`src/rtl/hs32_mem_arbiter_pkg.sv`:
```
// Shared definitions for the HS32 memory arbiter: FSM states, port ids and
// the request address check used at acceptance time.
package hs32_mem_arbiter_pkg;

    typedef enum logic [1:0] {
        IDLE  = 2'd0,
        ISSUE = 2'd1,
        WAIT  = 2'd2,
        DONE  = 2'd3
    } arb_state_t;

    typedef enum logic {
        PORT_I = 1'b0,
        PORT_D = 1'b1
    } port_id_t;

    // Wide enough to hold LATENCY-1 for the full legal range 1..7.
    localparam int CNT_W = 3;

    // A request is servable only if word aligned and inside the SRAM window.
    function automatic logic addr_ok(input logic [31:0] addr, input int unsigned addr_w);
        return (addr[1:0] == 2'b00) && ((addr >> (addr_w + 2)) == 32'd0);
    endfunction

endpackage

```
`src/rtl/hs32_mem_port.sv`:
```
// One initiator's response side: read-data register plus registered ack and
// stall pulses, all driven by single-cycle strobes from the arbiter FSM.
module hs32_mem_port (
    input  logic        clk,
    input  logic        reset,
    input  logic        load,
    input  logic        done,
    input  logic        reject,
    input  logic [31:0] rdata,
    output logic [31:0] dtr,
    output logic        ack,
    output logic        stl
);

    // NOTE: synchronous active-low reset, and every flop is updated with <= so
    // all registers sample the same pre-edge values regardless of block order.
    always_ff @(posedge clk) begin
        if (!reset) begin
            dtr <= '0;
            ack <= 1'b0;
            stl <= 1'b0;
        end else begin
            ack <= done;
            // A strobe colliding with this port's own completion is answered
            // by the ack alone, so ack and stall never overlap on one port.
            stl <= reject && !done;
            if (load) begin
                dtr <= rdata;
            end
        end
    end

endmodule

```
`src/rtl/hs32_mem_arbiter.sv`:
```
// Two-initiator SRAM responder: execute-priority grant, fixed-latency read
// capture, single-cycle ack, and single-cycle stall for unservable strobes.
module hs32_mem_arbiter
    import hs32_mem_arbiter_pkg::*;
#(
    parameter int LATENCY = 1,
    parameter int ADDR_W  = 12
) (
    input  logic              clk,
    input  logic              reset,
    input  logic [31:0]       addri,
    input  logic              stbi,
    output logic [31:0]       dtri,
    output logic              acki,
    output logic              stli,
    input  logic [31:0]       addrd,
    input  logic [31:0]       dtwd,
    input  logic              rwd,
    input  logic              stbd,
    output logic [31:0]       dtrd,
    output logic              ackd,
    output logic              stld,
    output logic [ADDR_W-1:0] sram_addr,
    output logic [31:0]       sram_din,
    output logic              sram_en,
    output logic              sram_we,
    input  logic [31:0]       sram_dout
);

    arb_state_t       state, state_nx;
    logic [CNT_W-1:0] cnt, cnt_nx;
    port_id_t         req_port, req_port_nx;
    logic             req_we, req_we_nx;
    logic [ADDR_W-1:0] addr_nx;
    logic [31:0]      din_nx;
    logic             en_nx, we_nx;

    logic free, acc_i, acc_d, rej_i, rej_d;
    logic capture, done_any;
    logic load_i, load_d, done_i, done_d;

    // NOTE: every signal written here gets a default first, so no path through
    // the case statement can leave one unassigned and infer a latch.
    always_comb begin
        state_nx    = state;
        cnt_nx      = cnt;
        req_port_nx = req_port;
        req_we_nx   = req_we;
        addr_nx     = sram_addr;
        din_nx      = sram_din;
        en_nx       = 1'b0;
        we_nx       = 1'b0;
        capture     = 1'b0;
        done_any    = 1'b0;

        // DONE is the ack cycle; the SRAM is already free, so it accepts too.
        free  = (state == IDLE) || (state == DONE);
        acc_d = free && stbd && addr_ok(addrd, ADDR_W);
        acc_i = free && stbi && !acc_d && addr_ok(addri, ADDR_W);
        rej_d = stbd && !acc_d;
        rej_i = stbi && !acc_i;

        case (state)
            IDLE, DONE: begin
                if (acc_d || acc_i) begin
                    state_nx    = ISSUE;
                    en_nx       = 1'b1;
                    req_port_nx = acc_d ? PORT_D : PORT_I;
                    req_we_nx   = acc_d && rwd;
                    we_nx       = acc_d && rwd;
                    addr_nx     = acc_d ? addrd[ADDR_W+1:2] : addri[ADDR_W+1:2];
                    din_nx      = acc_d ? dtwd : 32'd0;
                end else begin
                    state_nx = IDLE;
                end
            end
            ISSUE: begin
                if (req_we) begin
                    state_nx = DONE;
                    done_any = 1'b1;
                end else begin
                    state_nx = WAIT;
                    cnt_nx   = CNT_W'(LATENCY - 1);
                end
            end
            WAIT: begin
                if (cnt == '0) begin
                    state_nx = DONE;
                    capture  = 1'b1;
                    done_any = 1'b1;
                end else begin
                    cnt_nx = cnt - 1'b1;
                end
            end
            default: state_nx = IDLE;
        endcase

        load_i = capture && (req_port == PORT_I);
        load_d = capture && (req_port == PORT_D);
        done_i = done_any && (req_port == PORT_I);
        done_d = done_any && (req_port == PORT_D);
    end

    always_ff @(posedge clk) begin
        if (!reset) begin
            state     <= IDLE;
            cnt       <= '0;
            req_port  <= PORT_I;
            req_we    <= 1'b0;
            sram_addr <= '0;
            sram_din  <= '0;
            sram_en   <= 1'b0;
            sram_we   <= 1'b0;
        end else begin
            state     <= state_nx;
            cnt       <= cnt_nx;
            req_port  <= req_port_nx;
            req_we    <= req_we_nx;
            sram_addr <= addr_nx;
            sram_din  <= din_nx;
            sram_en   <= en_nx;
            sram_we   <= we_nx;
        end
    end

    hs32_mem_port u_port_i (
        .clk    (clk),
        .reset  (reset),
        .load   (load_i),
        .done   (done_i),
        .reject (rej_i),
        .rdata  (sram_dout),
        .dtr    (dtri),
        .ack    (acki),
        .stl    (stli)
    );

    hs32_mem_port u_port_d (
        .clk    (clk),
        .reset  (reset),
        .load   (load_d),
        .done   (done_d),
        .reject (rej_d),
        .rdata  (sram_dout),
        .dtr    (dtrd),
        .ack    (ackd),
        .stl    (stld)
    );

endmodule

```
`config.mk`:
```
export PLATFORM = sky130hd
export DESIGN_NAME = hs32_mem_arbiter
export DESIGN_NICKNAME = d
export VERILOG_FILES = /design/src/rtl/hs32_mem_arbiter_pkg.sv /design/src/rtl/hs32_mem_port.sv /design/src/rtl/hs32_mem_arbiter.sv
export SDC_FILE = /design/constraint.sdc
export NUM_CORES = 1
export LEC_CHECK = 0
export CAP_MARGIN = 10
export CORE_ASPECT_RATIO = 0.75
export CORE_MARGIN = 5
export CORE_UTILIZATION = 35
export CTS_CLUSTER_SIZE = 12
export DETAILED_ROUTE_END_ITERATION = 6
export GPL_TIMING_DRIVEN = 1
export PLACE_DENSITY_LB_ADDON = 0.25
export SLEW_MARGIN = 20
export SYNTH_ARGS = -nofsm -noshare
export SYNTH_HDL_FRONTEND = slang
export SYNTH_SLANG_ARGS = --single-unit
```
`constraint.sdc`:
```
create_clock -name clk -period 5.9 [get_ports clk]
set_input_delay 1.18 -clock clk [delete_from_list [all_inputs] [get_ports clk]]
set_output_delay 1.18 -clock clk [all_outputs]
set_load 0.005 [all_outputs]
```
* Word level (Yosys, flattened, before mapping)
Cells that the tools add are included.
** Word-level totals
- Input bits :: 133
- Bits in registers :: 121
- Word-level logic and storage cells :: 71
- Output and inout bits :: 114
** Operators by class
- Equality and inequality tests :: 6
- Bitwise logic cells :: 1
- Reductions and logical operators :: 34
- Muxes and demuxes :: 15
- Add/subtract/negate cells :: 1
** Operators by type and width (number)
- zero test 32 bit :: 2
- 2-to-1 mux 32 bit :: 1
- logical AND 1 bit :: 16
- 2-to-1 mux 12 bit :: 1
- 2-to-1 mux 1 bit :: 7
- zero test 2 bit :: 3
- 2-to-1 mux 3 bit :: 2
- != test 2 bit (second input constant) :: 3
- case mux 2 bit (3 select lines) :: 1
- case mux 3 bit (2 select lines) :: 1
- AND reduction 3 bit :: 2
- == test 2 bit (second input constant) :: 2
- zero test 1 bit :: 4
- AND reduction 2 bit :: 2
- zero test 3 bit :: 1
- subtractor 3 x 1 -> 3 bit (second input constant) :: 1
- == test 2 x 1 -> 1 bit (second input constant) :: 1
- logical OR 1 bit :: 2
- 2-to-1 mux 2 bit :: 1
- case mux 1 bit (2 select lines) :: 1
- nonzero test 2 bit :: 1
- OR reduction 2 bit :: 1
- inverter 1 bit :: 1

* Logic depth before layout (Yosys ltp)
Gate-level depths: netlist (run 1).
- Depth in word-level cells :: 10
- Mapped depth :: 9
- Depth with buffers taken out :: 6

* Cells and area by module
Synthesis (run 1) repeated with hierarchy kept, for this count alone.
** Unflattened totals
- Cells, all modules :: 503
- Area, all modules :: 4953.5 um2
** By module, submodules not included
- hs32_mem_port :: area each 1298.7 um2, cells each 107, seq. area each 680.7 um2, instances 2
- hs32_mem_arbiter :: area each 2356.0 um2, cells each 289, seq. area each 1061.0 um2, instances 1

* Worst setup path after synthesis (run 1)
No wires, ideal clock.
- Path type :: input to register
- From :: in addri[17]
- To :: reg sram_din[2]
- Setup time :: 0.134 ns
- Arrival :: 2.617 ns
- Stages :: 6
- Setup slack :: 3.149 ns
- Required time :: 5.766 ns
- Buffers on the path :: 2
- Path through :: or4_1 -> or3_1 -> buf_2 -> o22ai_4 -> buf_6 -> o22ai_1
** Between the ends
- Word-level cells in the longest chain between the ends :: 5
** RTL lines
- from (decl) :: line hs32_mem_arbiter.sv:11 : input logic [31:0] addri,
- zero test 32 bit :: line hs32_mem_arbiter_pkg.sv:22 : return (addr[1:0] == 2'b00) && ((addr >> (addr_w + 2)) == 32'd0);
- logical AND 1 bit :: line hs32_mem_arbiter_pkg.sv:22
- logical AND 1 bit :: line hs32_mem_arbiter.sv:59 : acc_i = free && stbi && !acc_d && addr_ok(addri, ADDR_W);
- logical OR 1 bit :: line hs32_mem_arbiter.sv:65 : if (acc_d || acc_i) begin
- AND reduction 2 bit (no source line)
- to (signal assigned) :: line hs32_mem_arbiter.sv:120 : sram_din <= din_nx;
- to (decl) :: line hs32_mem_arbiter.sv:24 : output logic [31:0] sram_din,
Every way passes these cells.
A chain may end at the register's enable or synchronous reset.

* Worst setup path after layout (run 1)
- From :: in stbi
- To :: reg state[0]
** Between the ends
- Word-level cells in the longest chain between the ends :: 6
** RTL lines
- from (decl) :: line hs32_mem_arbiter.sv:12 : input logic stbi,
- logical AND 1 bit (3 in series) :: line hs32_mem_arbiter.sv:59
- logical OR 1 bit :: line hs32_mem_arbiter.sv:65
- 2-to-1 mux 1 bit :: line hs32_mem_arbiter.sv:65
- case mux 2 bit (3 select lines) :: line hs32_mem_arbiter.sv:63 : case (state)
- to (signal assigned) :: line hs32_mem_arbiter.sv:115 : state <= state_nx;
- to (decl) :: line hs32_mem_arbiter.sv:30 : arb_state_t state, state_nx;
Every way passes these cells.

==> results of run 1 <==
## state kept, by name (all words and copies together) (netlist names)
signal,flops
sram_addr,12
req_port,1
sram_en,1
sram_din,32
u_port_d.ack,1
state,2
cnt,3
sram_we,1
u_port_d.stl,1
u_port_i.ack,1
u_port_i.dtr,32
u_port_d.dtr,32
u_port_i.stl,1
req_we,1
## critical path, cell delays in order
cell             delay, ns
clkdlybuf4s50_1       0.52
nor4bb_1              0.38
nand4_1               0.60
o22ai_4               0.92
o221a_2               0.31
## cell families (layout without fill, tap and decap cells)
family,Yosys count,in the layout,synth area share (%)
DFF,121,121,50.6
buffers and inverters,52,289,4.63
and+or+nand+nor,252,252,22.1
AOI/OAI and AO/OA,148,148,21.6
adders and majority gates,4,4,1.05
## power by group through the flow
stage | Sequential [W] | Combinational [W] | Clock [W]
floorplan | 0.000836 | 0.0000291 | 0
global placement | 0.000836 | 0.000127 | 0
detailed placement | 0.000836 | 0.000128 | 0
CTS | 0.000818 | 0.000129 | 0.00115
global route | 0.000818 | 0.000138 | 0.00119
finish | 0.000818 | 0.000129 | 0.00113
## per-layer routing
metal	track usage, %	routed length (um)	vias to the layer above
met5	0	0	-
met2	30.6	7450	166
li1	-	-	2419
met4	6.40	304	0
met1	23.7	6960	2287
met3	7.44	1130	22
## how the worst min path moves through the flow
stage | depth (start not counted) | start | slack, ns | to
2_1_floorplan | 1 | req_port | 0.45 | u_port_i.ack
3_3_place_gp | 2 | u_port_i.dtr[8] | 0.45 | u_port_i.dtr[8]
3_5_place_dp | 2 | u_port_d.dtr[17] | 0.46 | u_port_d.dtr[17]
4_1_cts | 2 | sram_din[11] | 0.47 | sram_din[11]
5_1_grt | 2 | sram_din[9] | 0.48 | sram_din[9]
6_report | 2 | u_port_d.dtr[15] | 0.46 | u_port_d.dtr[15]
## area by class of cell
type / instances / area [sq um]
timing repair buffer: 251 / 2500
clock buffer: 20 / 457
fill: 1130 / 5610
multi-input combinational: 404 / 2150
tap: 175 / 219
inverter: 6 / 22.5
sequential: 121 / 2420
clock inverter: 12 / 188
## cells in the final DEF (no fill, tap or decap), types with 2 or more instances in the layout
cell             netlist  routed
a21boi_0              67      67
a31oi_1               12      12
and2_1                 2       2
and4_1                 2       2
buf_4                  0       6
bufinv_16              0       4
clkbuf_16              0      17
clkbuf_8               0       2
clkdlybuf4s50_1        0     245
clkinv_4               0       3
clkinvlp_4             0       2
dfxtp_1              121     121
ha_1                   4       4
inv_1                  6       6
inv_6                  0       3
nand2_1              204     204
nand2b_1               2       2
nand3_1               14      14
nor2_1                 7       5
nor2_2                 0       2
nor2b_1                3       3
nor4_1                 7       7
nor4bb_1               2       2
o21ai_0               16      16
o22ai_1               33      33
o31ai_1               12      12
## cells in the mapped netlist, types with 2 or more instances
cell / count
and2_1: 2
and4_1: 2
nor4_1: 7
nand3_1: 14
o22ai_1: 33
o21ai_0: 16
inv_1: 6
buf_6: 3
nor2b_1: 3
nand2_1: 204
nand2b_1: 2
ha_1: 4
dfxtp_1: 121
o31ai_1: 12
clkbuf_1: 40
nor4bb_1: 2
a31oi_1: 12
a21boi_0: 67
nor2_1: 7
buf_2: 3
## through the flow
step,utilization [%],power [W]
finish,58.7,0.00207
global placement,53.9,0.000963
detailed placement,53.9,0.000964
CTS,58.6,0.00210
floorplan,-,0.000865
global route,58.7,0.00215
==> impl_metrics.csv, run 1 <==
group,metric,value,unit
final_layout,area_growth,66.3,%
setup_path,cp.arrival,3.92,ns
clock_tree,cts_buffers,17,
flow_run,maxCapViolCount,0,
clock_tree,clk-insertion-delay-late,0.41,ns
detailed_routing,vias,4894,
die,core_area,13600,sq um
min_path,hold_path.class,"flip-flop to flip-flop",
setup_path,path_class,"input port to flip-flop",
timing,finalCritPeriodShare,60.7,%
detailed_routing,wl,15900,um
clock_tree,clk_pin_slew_worst_paths,0.06,ns
clock_tree,cts_root_buf,"clkbuf_16",
placement,gp_congestion,0.848,
pwr,power_switching,0.000430,W
synth,synth_async_sr_flop_share,0,%
pwr,sw_frac_of_total,20.7,%
detailed_routing,route.detailed.drc,0,
setup_path,required,6.24,ns
timing,final_hold_viol_count,0,
detailed_routing,wire_per_inst,16.0,um
setup_path,crit_path_max_fanout,35,
clock_tree,cts_buffer_depth,2,
timing,finClkSkew,0.00890,ns
synth,synth-edff-count,0,
synth,synth.avg_cell_area,8.30,sq um
global_route,grtUsageTotal,19.2,%
final_layout,fin_nets,938,
die,start_util,35.3,%
detailed_routing,viasPerCell,4.95,
timing,rsz0062_at_grt,"false",
synth,ys_warn_count,0,
clock_tree,cts_sinks,121,
setup_path,crit_start,"stbi",
die,die_h,111,um
setup_path,crit_path_end,"state[0]",
pwr,power.internal,0.00164,W
placement,dpl_cell_area,7310,sq um
outcome,status,"completed",
pwr,p_leak,2.69,nW
setup_path,reg2reg_from,"state[0]",
die,die_w,145,um
synth,synthTopCellsByArea,"dfxtp_1 (51%), nand2_1 (16%), a21boi_0 (11%)",
global_route,grt_pass1_vias,4902,
timing,worst_pin_slew,0.937,ns
die,dieArea,16100,sq um
global_route,grt_pass1_wl,25400,um
timing,hold_slack,0.461,ns
final_layout,diodes,0,
die,design.portCount,247,
final_layout,fin_cells,989,
placement,placed_cells,957,
placement,preCtsSetupSlack,1.89,ns
detailed_routing,drt_first_iter_violations,217,
clock_tree,post_cts_buffers,0,
synth,syn-num-nets,714,
die,rows,37,
placement,io_buffers,246,
synth,ys_types,37,
pwr,pwr-share-seq,39.5,%
global_route,antenna_found_initial,0,
timing,setup_tns,0,ns
global_route,grt_overflow,0,
clock_tree,cts.repair.resized,0,
setup_path,r2r_setup_slack,2.75,ns
detailed_routing,final_antenna_net_count,0,
synth,seq_area_frac_synth,50.6,%
placement,hpwl,11300,um
synth,synthFlopType,"dfxtp_1",
pwr,p_per_area,261,nW/um^2
timing,setup_viol,0,
synth,ys_seq_elements,121,
pwr,combinationalPowerShare,6.2,%
detailed_routing,drtPass1Iterations,4,
final_layout,design_area,7960,sq um
synth,synth.largest_area_cell,"dfxtp_1",
setup_path,start_kind,"input port",
setup_path,end_kind,"flip-flop",
clock_tree,cts.htree.levels,4,
pwr,p_clk_share,54.3,%
timing,relSlewSlack,37.6,%
synth,synth_top_area_share,50.6,%
final_layout,layout-drive-gt1-share,5.53,%
synth,syn-instance-count,577,
clock_tree,hold_buffers,0,
setup_path,rr_worst_depth,6,
synth,syn-cell-area,4790,sq um
timing,setup_slack,2.32,ns
timing,drv_slew,0,
global_route,grt_max_degree,103,
pwr,peakVddDrop,0.169,mV
timing,max_clock_freq,279,MHz
setup_path,r2r-end,"state[0]",
timing,min_period,3.58,ns
clock_tree,cts_tree,"built",
Power figures use the tool's default switching activity.
==> run 2, diff against run 1 <==
==> constraint.sdc (replaced) <==
create_clock -name clk -period 3.13 [get_ports clk]
set_input_delay 0.626 -clock clk [delete_from_list [all_inputs] [get_ports clk]]
set_output_delay 0.626 -clock clk [all_outputs]
set_load 0.005 [all_outputs]
==> run 2 against run 1 <==
  * Critical endpoint is now sram_addr[5]
  * Critical path type is now flip-flop to flip-flop
  * Via count down 1.1%
  * Die area unchanged
  * Routed wire length fell by 0.10%
  * Final area grew 0.36%
  * Highest routed layer unchanged
==> impl_metrics.csv, run 2 (synthesis gave the netlist of run 1 again) <==
group,metric,value,unit
outcome,status,"completed",
detailed_routing,wire_per_inst,15.9,um
pwr,p_per_area,467,nW/um^2
final_layout,final_common_cell,"clkdlybuf4s50_1",
die,rows,37,
die,dieArea,16100,sq um
final_layout,reg_top3,"sram_din (32), u_port_d.dtr (32), u_port_i.dtr (32)",
die,core_area,13600,sq um
timing,setup_tns,0,ns
setup_path,cp.arrival,2.57,ns
setup_path,crit_path_max_fanout,12,
clock_tree,cts.htree.levels,4,
setup_path,path_cells,"inv_1 > ha_1 > nor4bb_1 > and4_1 > nand3_1 > a31oi_1",
global_route,grt_overflow,0,
pwr,sw_frac_of_total,21.3,%
clock_tree,cts_buffer_depth,2,
final_layout,layout-drive-gt1-share,6.56,%
timing,worst_pin_slew,0.587,ns
setup_path,crit_slowest_cell,"and4_1",
detailed_routing,route.detailed.drc,0,
timing,rsz0062_at_grt,"false",
setup_path,cp_num_buf_inv,1,
global_route,antenna_found_initial,0,
flow_run,maxCapViolCount,0,
detailed_routing,final_antenna_net_count,0,
global_route,grt_max_degree,47,
timing,finClkSkew,0.00626,ns
setup_path,slowest_delay,0.54,ns
pwr,peakVddDrop,0.393,mV
clock_tree,cts_tree,"built",
clock_tree,cts_buffers,17,
setup_path,path_delay_family,"simple AND/OR/NAND/NOR gates",
setup_path,end_kind,"flip-flop",
min_path,hold_path.class,"flip-flop to flip-flop",
final_layout,most-common-layout-cells,"clkdlybuf4s50_1 (245), nand2_1 (204), dfxtp_1 (121)",
clock_tree,cts_sinks,121,
pwr,p_leak,2.70,nW
final_layout,area_growth,66.9,%
pwr,p_clk_share,52.1,%
detailed_routing,viasPerCell,4.85,
clock_tree,cts.repair.resized,0,
final_layout,fin_nets,947,
pwr,power.internal,0.00293,W
die,die_w,145,um
clock_tree,post_cts_buffers,0,
timing,drv_slew,0,
setup_path,start_kind,"flip-flop",
pwr,power_switching,0.000796,W
timing,max_clock_freq,446,MHz
clock_tree,clk-insertion-delay-late,0.40,ns
clock_tree,clk_pin_slew_worst_paths,0.06,ns
die,design.portCount,247,
timing,final_hold_viol_count,0,
detailed_routing,drtPass1Iterations,4,
detailed_routing,drt_first_iter_violations,286,
pwr,combinationalPowerShare,6.6,%
die,die_h,111,um
setup_path,path_class,"flip-flop to flip-flop",
setup_path,required,3.45,ns
placement,gp_congestion,0.844,
timing,finalCritPeriodShare,71.7,%
placement,hpwl,11700,um
final_layout,multi_input_area,2150,sq um
global_route,grtUsageTotal,19.1,%
final_layout,diodes,0,
detailed_routing,vias,4841,
global_route,grt_pass1_vias,4896,
pwr,pwr-share-seq,41.4,%
final_layout,fillers,1162,
die,start_util,35.3,%
timing,setup_viol,0,
detailed_routing,wl,15800,um
timing,relSlewSlack,60.8,%
timing,min_period,2.24,ns
clock_tree,hold_buffers,0,
final_layout,seqCellArea,2420,sq um
placement,placed_cells,966,
final_layout,fin_cells,998,
global_route,grt_pass1_wl,25600,um
placement,io_buffers,246,
clock_tree,cts_root_buf,"clkbuf_16",
timing,hold_slack,0.462,ns
-- run 2: changes by cell type in the layout (fill, tap and decap cells not counted) --
cell,previous run,this run
buf_4,6,14
buf_12,0,1
clkinv_2,0,1
clkinv_4,3,2
inv_6,3,2
clkbuf_1,1,0
clkinvlp_4,2,6
bufinv_16,4,2
nor3_2,1,0
nor3_1,0,1
-- run 2: worst paths after layout --
check,end,cells past startpoint,start,slack [ns]
max,sram_addr[5],6,state[0],0.89
min,u_port_d.dtr[22],2,u_port_d.dtr[22],0.46
max reg2reg,sram_addr[5],6,state[0],0.89
min reg2reg,u_port_d.dtr[22],2,u_port_d.dtr[22],0.46
-- run 2: cell type report --
class,count,area share (%)
repair buffers,260,32.3
flip-flops and latches,121,30.3
multi-input cells,404,26.9
clock buffers,19,5.67
well taps,175,2.74
clock inverters,13,1.82
inverters,6,0.282
-- run 2: through the flow --
step                total power [W]  util, %  worst slack [ns]  area [sq um]
global placement            0.00182     54.5             0.537          7390
detailed placement          0.00182     54.5             0.510          7390
global route                0.00387     58.9             0.625          7990
CTS                         0.00377     58.9             0.919          7990
floorplan                   0.00163        -             0.933          4790
finish                      0.00373     58.9             0.887          7990
-- run 2: power by group through the flow --
| stage | Clock [W] | Sequential, W | Combinational, W |
|---|---|---|---|
| detailed placement | 0 | 0.00158 | 0.000242 |
| finish | 0.00194 | 0.00154 | 0.000244 |
| global placement | 0 | 0.00158 | 0.000241 |
| floorplan | 0 | 0.00158 | 0.0000548 |
| global route | 0.00207 | 0.00154 | 0.000261 |
| CTS | 0.00199 | 0.00154 | 0.000244 |
-- run 2: worst reg2reg max path, cell delays in order (launching register included) --
cell      delay (ns)
dfxtp_1         0.36
inv_1           0.06
ha_1            0.39
nor4bb_1        0.48
and4_1          0.54
nand3_1         0.15
a31oi_1         0.19
-- run 2: metal layers --
layer  global-route usage (%)  routed length [um]  share of wire [%]  vias up
li1                         -                   -                  -     2438
met1                     24.2                7010                 44     2254
met2                     31.4                7680                 49      141
met3                     6.09                 998                6.3        8
met4                     5.46                 144               0.91        0
met5                        0                   0                  0        -
==> run 3, diff against run 2 <==
==> constraint.sdc (replaced) <==
create_clock -name clk -period 2.1 [get_ports clk]
set_input_delay 0.42 -clock clk [delete_from_list [all_inputs] [get_ports clk]]
set_output_delay 0.42 -clock clk [all_outputs]
set_load 0.005 [all_outputs]
==> run 3 against run 2 <==
  * Global-route usage shrank 0.22 points
  * Sequential power rose by 49%
  * Register-to-register slack got worse by 0.78 ns
  * Via count rose by 1.4%
  * Final cell count up 1.2%
  * Count of clock-buffer cells in the layout shrank 1
  * Critical path depth grew 1
  * Hold slack worse by 0.0011 ns
  * Final area grew 3.0%
  * Routed wire length increased by 2.2%
  * Combinational power grew 54%
  * Largest cell class unchanged
  * Largest power group unchanged
==> impl_metrics.csv, run 3 (synthesis gave the netlist of run 1 again) <==
group,metric,value,unit
detailed_routing,wl,16200,um
final_layout,layout-drive-gt1-share,8.14,%
placement,hpwl,11800,um
die,die_h,111,um
detailed_routing,viasPerCell,4.86,
timing,setup_slack,0.102,ns
min_path,min_to,"u_port_d.dtr[8]",
global_route,grt_pass1_wl,25300,um
clock_tree,cts_root_buf,"clkbuf_16",
setup_path,rr_worst_depth,9,
timing,final_hold_viol_count,0,
die,rows,37,
placement,io_buffers,246,
pwr,peakVddDrop,0.623,mV
setup_path,r2r-end,"sram_din[13]",
final_layout,diodes,0,
global_route,grt_pass1_vias,4951,
timing,finalCritPeriodShare,95.1,%
min_path,hold_depth,2,
timing,drv_slew,0,
setup_path,end_kind,"flip-flop",
die,die_w,145,um
final_layout,most-common-layout-cells,"clkdlybuf4s50_1 (245), nand2_1 (204), dfxtp_1 (120)",
setup_path,start_kind,"input port",
placement,gp_congestion,0.818,
final_layout,reg_top3,"sram_din (32), u_port_d.dtr (32), u_port_i.dtr (32)",
clock_tree,hold_buffers,0,
clock_tree,cts_buffers,17,
final_layout,final_common_cell,"clkdlybuf4s50_1",
detailed_routing,wire_per_inst,16.0,um
setup_path,crit_path_max_fanout,8,
global_route,grt_max_degree,61,
setup_path,r2r_setup_slack,0.11,ns
timing,max_clock_freq,501,MHz
global_route,grtUsageTotal,18.9,%
min_path,holdCritStartpoint,"u_port_d.dtr[8]",
pwr,finalPower,0.00564,W
setup_path,required,2.39,ns
die,start_util,35.3,%
detailed_routing,final_antenna_net_count,0,
global_route,grt_overflow,0,
min_path,hold_path.class,"flip-flop to flip-flop",
setup_path,crit_start,"addri[17]",
pwr,p_per_area,685,nW/um^2
detailed_routing,route.detailed.drc,0,
final_layout,fin_util,60.7,%
clock_tree,cts_buffer_depth,2,
detailed_routing,drtPass1Iterations,5,
flow_run,maxCapViolCount,0,
timing,setup_viol,0,
detailed_routing,vias,4910,
clock_tree,clk-insertion-delay-late,0.41,ns
setup_path,cp.arrival,2.29,ns
die,core_area,13600,sq um
setup_path,reg2reg_from,"state[0]",
final_layout,fin_nets,960,
timing,relSlewSlack,72.0,%
timing,finClkSkew,0.00875,ns
setup_path,path_class,"input port to flip-flop",
clock_tree,cts_sinks,121,
outcome,status,"completed",
final_layout,area_growth,71.9,%
clock_tree,clk_pin_slew_worst_paths,0.06,ns
timing,min_period,2.00,ns
timing,worst_pin_slew,0.419,ns
clock_tree,cts.htree.levels,4,
die,design.portCount,247,
detailed_routing,drt_first_iter_violations,234,
die,dieArea,16100,sq um
global_route,antenna_found_initial,0,
clock_tree,cts_tree,"built",
placement,preCtsSetupSlack,-0.298,ns
pwr,p_leak,2.84,nW
-- run 3: worst max-delay path: stages --
cell	delay, ns
clkdlybuf4s50_1	0.39
or4_1	0.53
or3_1	0.39
o22ai_4	0.15
buf_12	0.15
clkbuf_16	0.15
o22ai_1	0.09
-- run 3: cell type report --
cell class / count / area [sq um]
Fill cell: 1136 / 5330
Timing Repair Buffer: 273 / 2790
Sequential cell: 121 / 2420
Multi-Input combinational cell: 404 / 2160
Clock buffer: 18 / 439
Tap cell: 175 / 219
Clock inverter: 13 / 170
Inverter: 6 / 22.5
-- run 3: worst max path at each step --
stage                          endpoint  slack [ns]
after detailed placement  sram_addr[11]       -0.30
after CTS                 sram_addr[11]        0.03
after floorplan             sram_din[0]        0.10
after global placement      sram_din[7]       -0.29
after global routing       sram_din[13]       -0.02
final                      sram_din[13]        0.10
-- run 3: per-stage QoR --
| step | cells | setup TNS [ns] | hold WS (ns) | cell area (sq um) |
|---|---|---|---|---|
| 2_1_floorplan | 577 | 0 | 0.446 | 4790 |
| 3_3_place_gp | 975 | -12.81 | 0.449 | 7520 |
| 3_5_place_dp | 975 | -13.23 | 0.457 | 7520 |
| 4_1_cts | 1006 | 0 | 0.452 | 8130 |
| 5_1_grt | 1010 | -0.0291 | 0.481 | 8230 |
| 6_report | 1010 | 0 | 0.461 | 8230 |
-- run 3: routing by layer --
metal	track usage, %	up-vias	part of all wire [%]
met2	31.1	147	48
met4	5.65	0	1.4
li1	-	2462	-
met5	0	-	0
met1	23.8	2282	45
met3	6.01	19	6.2
-- run 3: power breakdown --
| part | internal, W | switching, W |
|---|---|---|
| registers | 0.00230 | 0.000000531 |
| logic | 0.000263 | 0.000113 |
| clock network | 0.00191 | 0.00106 |
-- run 3: repair_timing --
item | in CTS | in global routing
buffers inserted | 0 | 1
resized for setup | 0 | 4
setup endpoints to repair | 0 | 48
